`src/rtl/pipelined_parallel_adder.sv`:
```
// pipelined_parallel_adder: WIDTH-bit add/subtract with the carry chain
// cut into STAGES registered chunks and valid/ready flow control.
module pipelined_parallel_adder #(
  parameter int WIDTH  = 8,
  parameter int STAGES = 2
) (
  input  logic             clk,
  input  logic             rst,
  input  logic             in_valid,
  output logic             in_ready,
  input  logic [WIDTH-1:0] in1,
  input  logic [WIDTH-1:0] in2,
  input  logic             cin,
  input  logic             sub,
  output logic             out_valid,
  input  logic             out_ready,
  output logic [WIDTH-1:0] sum,
  output logic             cout,
  output logic             ovf
);

  localparam int C = (STAGES > 0) ? WIDTH / STAGES : 1;

  if (WIDTH < 1 || STAGES < 1 || STAGES > WIDTH ||
      WIDTH % STAGES != 0) begin : g_bad
    $error("pipelined_parallel_adder: bad WIDTH/STAGES");
  end

  logic             adv;
  logic             ovf_n;
  logic             ovf_q;
  logic [WIDTH-1:0] qa [STAGES];
  logic [WIDTH-1:0] qb [STAGES];
  logic [WIDTH-1:0] qs [STAGES];
  logic             qc [STAGES];
  logic             qv [STAGES];

  // one global enable: a stalled output freezes every rank
  assign adv      = !out_valid || out_ready;
  assign in_ready = adv;

  for (genvar k = 0; k < STAGES; k++) begin : g_st
    logic [WIDTH-1:0] xa;
    logic [WIDTH-1:0] xb;
    logic [WIDTH-1:0] xs;
    logic             xc;
    logic             xv;
    logic [C:0]       r;
    logic [WIDTH-1:0] ns;

    if (k == 0) begin : g_in
      assign xa = in1;
      assign xb = sub ? ~in2 : in2;
      assign xs = '0;
      assign xc = cin;
      assign xv = in_valid;
    end else begin : g_fwd
      assign xa = qa[k-1];
      assign xb = qb[k-1];
      assign xs = qs[k-1];
      assign xc = qc[k-1];
      assign xv = qv[k-1];
    end

    assign r = {1'b0, xa[k*C +: C]}
             + {1'b0, xb[k*C +: C]}
             + (C+1)'(xc);

    always_comb begin
      ns = xs;
      ns[k*C +: C] = r[C-1:0];
    end

    // carry into the MSB column is recovered from its sum bit
    if (k == STAGES-1) begin : g_ovf
      assign ovf_n = xa[WIDTH-1] ^ xb[WIDTH-1]
                   ^ ns[WIDTH-1] ^ r[C];
    end

    always_ff @(posedge clk or posedge rst) begin
      if (rst) begin
        qv[k] <= 1'b0;
        qa[k] <= '0;
        qb[k] <= '0;
        qs[k] <= '0;
        qc[k] <= 1'b0;
      end else if (adv) begin
        qv[k] <= xv;
        qa[k] <= xa;
        qb[k] <= xb;
        qs[k] <= ns;
        qc[k] <= r[C];
      end
    end
  end

  always_ff @(posedge clk or posedge rst) begin
    if (rst) begin
      ovf_q <= 1'b0;
    end else if (adv) begin
      ovf_q <= ovf_n;
    end
  end

  logic unused_ok;
  assign unused_ok = ^{qa[STAGES-1], qb[STAGES-1]};

  assign out_valid = qv[STAGES-1];
  assign sum       = qs[STAGES-1];
  assign cout      = qc[STAGES-1];
  assign ovf       = ovf_q;

endmodule

```
`config.mk`:
```
export PLATFORM = sky130hd
export DESIGN_NAME = pipelined_parallel_adder
export DESIGN_NICKNAME = d
export VERILOG_FILES = /design/src/rtl/pipelined_parallel_adder.sv
export SDC_FILE = /design/constraint.sdc
export NUM_CORES = 1
export LEC_CHECK = 0
export BUFFER_PORTS_ARGS = -buffer_cell sky130_fd_sc_hd__buf_4
export CAP_MARGIN = 10
export CORE_MARGIN = 3
export CORE_UTILIZATION = 40
export CTS_CLUSTER_DIAMETER = 80
export DETAILED_ROUTE_END_ITERATION = 7
export MAX_ROUTING_LAYER = met4
export PLACE_DENSITY_LB_ADDON = 0.2
export SETUP_SLACK_MARGIN = 0.05
export SLEW_MARGIN = 0
export SYNTH_ARGS = -nofsm -noshare
export SYNTH_HDL_FRONTEND = slang
export SYNTH_SLANG_ARGS = --single-unit
```
`constraint.sdc`:
```
create_clock -name clk -period 3.2 [get_ports clk]
set_input_delay 0.64 -clock clk [delete_from_list [all_inputs] [get_ports clk]]
set_output_delay 0.64 -clock clk [all_outputs]
set_load 0.05 [all_outputs]
```
Word-level counts from Yosys, hierarchy flattened:

Index checks and enable logic that the tools add are counted.

* word-level logic and storage cells: 20
* flip-flop bits (word level): 33
* output and inout port bits: 12

* bitwise operators: 4
* reduce and logical (&&, ||, !) cells: 2
* muxes and demuxes: 1
* $add $sub $neg: 4

Operators with widths (number)
* $add 4x4->5: 2
* $add 5x1->5: 2
* $mux 8: 1
* $not 8->8: 1
* $xor 1x1->1: 3
* $logic_not 1->1: 1
* $logic_or 1x1->1: 1

Depth between registers and ports, before layout:

* depth after elaboration: 4
* gate-level depth with buffers: 9

Worst setup path before layout:

No wires, ideal clock.

* kind: input port to flip-flop
* start: in sub
* end: reg qs (netlist bit g_st[1].xs[1])
* stages on the path: 6
* path buffers: 1
* path slack: 995 ps
* library setup time: 127 ps
* data arrival time: 2077 ps
* path through: buf_2 > xnor2_1 > fa_1 > inv_1 > fa_1 > mux2_1

* longest elaborated chain between the ends: 3

Ends and longest elaborated chain
* start: declaration: line 14 `input logic sub,`
* $mux 8: line 53 `assign xb = sub ? ~in2 : in2;`
* $add 4x4->5: line 66 `+ {1'b0, xb[k*C +: C]}`
* $add 5x1->5: line 67 `+ (C+1)'(xc);`
* via g_st[0].r[1]: line 48 `logic [C:0] r;`
* end signal: indexed assignment: line 91 `qs[k] <= ns;`
* end: declaration: line 34 `logic [WIDTH-1:0] qs [STAGES];`

The timed path passes the listed nets, and every way through them passes these cells.
A chain may end at the register's enable or synchronous reset.

Worst setup path after layout:

* start: in out_ready
* end: out in_ready

* longest elaborated chain between the ends: 1

Ends and longest elaborated chain
* start: declaration: line 16 `input logic out_ready,`
* $logic_or 1x1->1: line 39 `assign adv = !out_valid || out_ready;`
* end: declaration: line 10 `output logic in_ready,`

No other way between the ends.

==> out/results.md <==
| Result | This run |
|:---|:---|
| Warning count from the yosys run | 0 |
| Switching Share | 42.48% |
| Cell internal pwr | 651.5 uW |
| Endpoint class of the critical path | output port |
| Transition at the pin with the smallest max-transition slack | 912.6 ps |
| R2R Path End | ovf |
| Leading area contributor after synthesis | sky130_fd_sc_hd__dfrtp_1 |
| Violation count after the first detailed-route iteration | 27 |
| Category of the worst setup path launch point | primary input |
| Clock tree sinks | 25 |
| Final ANT Viol Nets | 0 |
| Via count of the first global-routing pass | 830 |
| Net count of the mapped netlist | 145 |
| Worst setup path startpoint | out_ready |
| Cell with the most instances on the worst path | sky130_fd_sc_hd__buf_4 |
| Main synth FF type | sky130_fd_sc_hd__dfrtp_1 |
| Post-synthesis sequential area ratio | 48.03% |
| CTS buffer count | 3 |
| Cts repair resizes | 0 |
| Top cell types by occurrence after synthesis | sky130_fd_sc_hd__dfrtp_1 (25), sky130_fd_sc_hd__a21oi_1 (13), sky130_fd_sc_hd__nor2_1 (13), sky130_fd_sc_hd__mux2_2 (10), sky130_fd_sc_hd__inv_1 (8) |
| Source of the worst register-to-register timing path | g_st[1].xa[4] |
| Post-synth top area share | 48.03% |
| Top Ports | 34 |
| Met2 Usage GRT | 18.18% |
| Fraction of power consumed by combinational cells | 47.9% |
| Clock tree from TritonCTS | yes |
| Syn avg cell area | 11.53 um^2 |
| Relative contribution of sequential cells to total power | 40.0% |
| Path class of the lowest-slack min-delay path | flip-flop to flip-flop |
| Overall fraction of global-route tracks in use | 12.19% |
| Signal arrival time at the worst endpoint | 1380 ps |
| Number of synthesized register bits | 25 |
| Initial standard-cell utilization of the core | 42.32% |
| Met3 layer usage reported by global route | 2.674% |
| Ordered list of cells on the worst path | buf_4 > nand2b_4 > buf_4 |
| Tcrit/Tclk final | 63.13% |
| Y dimension of the die | 63.07 um |
| Fin crit period | 2020 ps |
| Fraction of final layout cells sized beyond drive strength 1 | 33.10% |
| Area Overhead vs Synth | 21.90% |
| CP max stage delay | 370 ps |
| Largest clock skew in the final design | 5.067 ps |
| Final-report hold violation count | 0 |
| Vias per cell | 4.487 |
| Distinct cell type count of the synthesized netlist | 22 |
| WS Path Type | primary input to output port |
| Count of vias placed by the detailed router | 848 |
| Worst Hold Launch | g_st[1].xv |
| Setup violations, final | 0 |
| Ys async rst share | 100.0% |
| Std-Cell Core Area | 0.003078 mm^2 |
| Number of flops mapped to enable cells by yosys | 0 |
| Hold path depth | 1 |
| Max-slew violation count | 0 |
| Hold endpoint | out_valid |
| Crit path required time | 2560 ps |
| Count of mapped cells out of synthesis | 113 |
| Diodes inserted | 0 |
| RD Place Congestion | 0.7461 |
| Root buffer cell | sky130_fd_sc_hd__clkbuf_4 |
| Power per cell area | 713.4 mW/mm^2 |
| DR pass1 iterations | 4 |
| Netlist Area Pre-Place | 0.001302 mm^2 |
| # port buffers | 33 |
| Worst-path fanout max | 40 |
| Grt peak-use layer | met2 |
| Net Switching | 481.2 uW |
| Pin count of the biggest net entering global routing | 41 |
| Die ar. | 0.003977 mm^2 |
| Global-route wire length before repair | 3.698 mm |
| Max stage delay cell, worst path | sky130_fd_sc_hd__nand2b_4 |
| Cells taking the most area after synthesis | sky130_fd_sc_hd__dfrtp_1 (48%), sky130_fd_sc_hd__mux2_2 (8.6%), sky130_fd_sc_hd__fa_1 (6.1%), sky130_fd_sc_hd__ha_1 (5.8%), sky130_fd_sc_hd__a21oi_1 (5.0%) |
| Peak supply drop | 275.0 uV |
| Source-to-sink clock delay at the later pin of the worst-skew pair | 310 ps |
| Number of H-tree branching levels | 1 |
| Final total power | 1133 uW |
| Setup total negative slack | 0 ps |
| Postcts setup bufs | 0 |
| Deepest clock path buffer count | 2 |
| Max Cap Violations | 0 |
| Clock input transition at the sequential cells of the worst setup and hold paths | 120 ps |
| Clock network fraction of total power | 12.1% |
| Row Count | 20 |
| Lkg Pwr | 0.0007533 uW |
| Maximum clock frequency | 495.0 MHz |
| # DRC | 0 |
| Wire length reported by the detailed router | 2.178 mm |
| Chip Width | 63.07 um |
| Total grt overflow | 0 |
| Detailed Place HPWL | 1.678 mm |
| Setup repair after global routing missed its margin | no |
| Register-to-Register Setup Slack | 1410 ps |
| Global routing usage on met1 | 15.78% |
| Most numerous cell in the Yosys netlist | sky130_fd_sc_hd__dfrtp_1 |
| Post-DR wirelength/cell | 11.52 um |
| Number of cell instances on the worst register-to-register path | 7 |
| Status | finished, final reports clean |
| Tightest slew margin relative to the limit | 39.09% |
| Number of antenna violations at the first check in global routing | 0 |
| Number of nets in the layout | 178 |
| Count of hold buffers inserted by post-cts repair | 0 |
## sequential cells by signal (all words and copies together) (netlist names)
register and cells:
cout 1, g_st.xa 4, g_st.xb 4, g_st.xc 1
g_st.xs 4, g_st.xv 1, out_valid 1, ovf 1
sum 8
## how the worst max path moves through the flow
stage               slack, ps             to  cells past startpoint
detailed placement        910  g_st[1].xs[1]                      6
CTS                      1180       in_ready                      2
finish                   1180       in_ready                      3
global route             1090       in_ready                      2
global placement          990  g_st[1].xs[1]                      6
floorplan                1000  g_st[1].xs[1]                      6
## critical path: cells and delay by family
| family | cells | cell delay (ps) |
|---|---|---|
| buf+inv | 2 | 350 |
| simple gates | 1 | 370 |
## layer usage
layer	vias to the layer above	part of all wire, %
met5	-	0
met4	0	0
met1	383	45
met2	32	47
li1	433	-
met3	0	7.9
## area by class of cell
class	instances	area (um^2)
clock buffer	4	26.28
fill	283	1490
inverter	8	30.03
multi-input combinational	75	603.1
sequential	25	625.6
tap	44	55.05
timing repair buffer	33	247.7
## logic make-up (layout without fill, tap and decap cells)
group	count (synthesis)	count (layout)	synth area share, %
AOI/OAI and AO/OA	18	18	7.973
adders and majority gates	10	10	11.91
and+or+nand+nor	24	24	8.838
buffers and inverters	13	45	5.668
muxes	11	11	9.510
DFF	25	25	48.03
xor gates and xnor gates	12	12	8.069
## cell usage in the layout (no fill, tap or decap), types with 2 or more instances in the layout
cell type | synthesis | final
sky130_fd_sc_hd__o21ai_0 | 2 | 2
sky130_fd_sc_hd__nand2b_1 | 2 | 2
sky130_fd_sc_hd__xor2_1 | 7 | 7
sky130_fd_sc_hd__nor2_1 | 13 | 13
sky130_fd_sc_hd__xnor2_1 | 5 | 5
sky130_fd_sc_hd__buf_4 | 0 | 33
sky130_fd_sc_hd__ha_1 | 6 | 6
sky130_fd_sc_hd__nand2_1 | 5 | 5
sky130_fd_sc_hd__inv_1 | 8 | 8
sky130_fd_sc_hd__clkbuf_4 | 0 | 3
sky130_fd_sc_hd__mux2_2 | 10 | 10
sky130_fd_sc_hd__dfrtp_1 | 25 | 25
sky130_fd_sc_hd__fa_1 | 4 | 4
sky130_fd_sc_hd__a21oi_1 | 13 | 13
## power by group through the flow
| stage | registers, uW | clock network [uW] | logic (uW) |
|---|---|---|---|
| after floorplan | 653 | 0 | 204 |
| after global placement | 457 | 0 | 539 |
| after CTS | 455 | 144 | 549 |
| after detailed placement | 462 | 0 | 547 |
| final | 453 | 138 | 542 |
| after global routing | 468 | 153 | 582 |
## stage by stage
step	cells	hold slack [ps]	instance area, um^2	util, %	setup slack [ps]
after global placement	185	438.2	1562	50.73	989.1
after detailed placement	185	452.6	1562	50.73	905.6
after global routing	189	504.3	1588	51.59	1094
after CTS	189	483.7	1588	51.59	1178
final	189	476.7	1588	51.59	1180
after floorplan	113	430.5	1303	-	995.2
(Power assumes the default switching activity.)
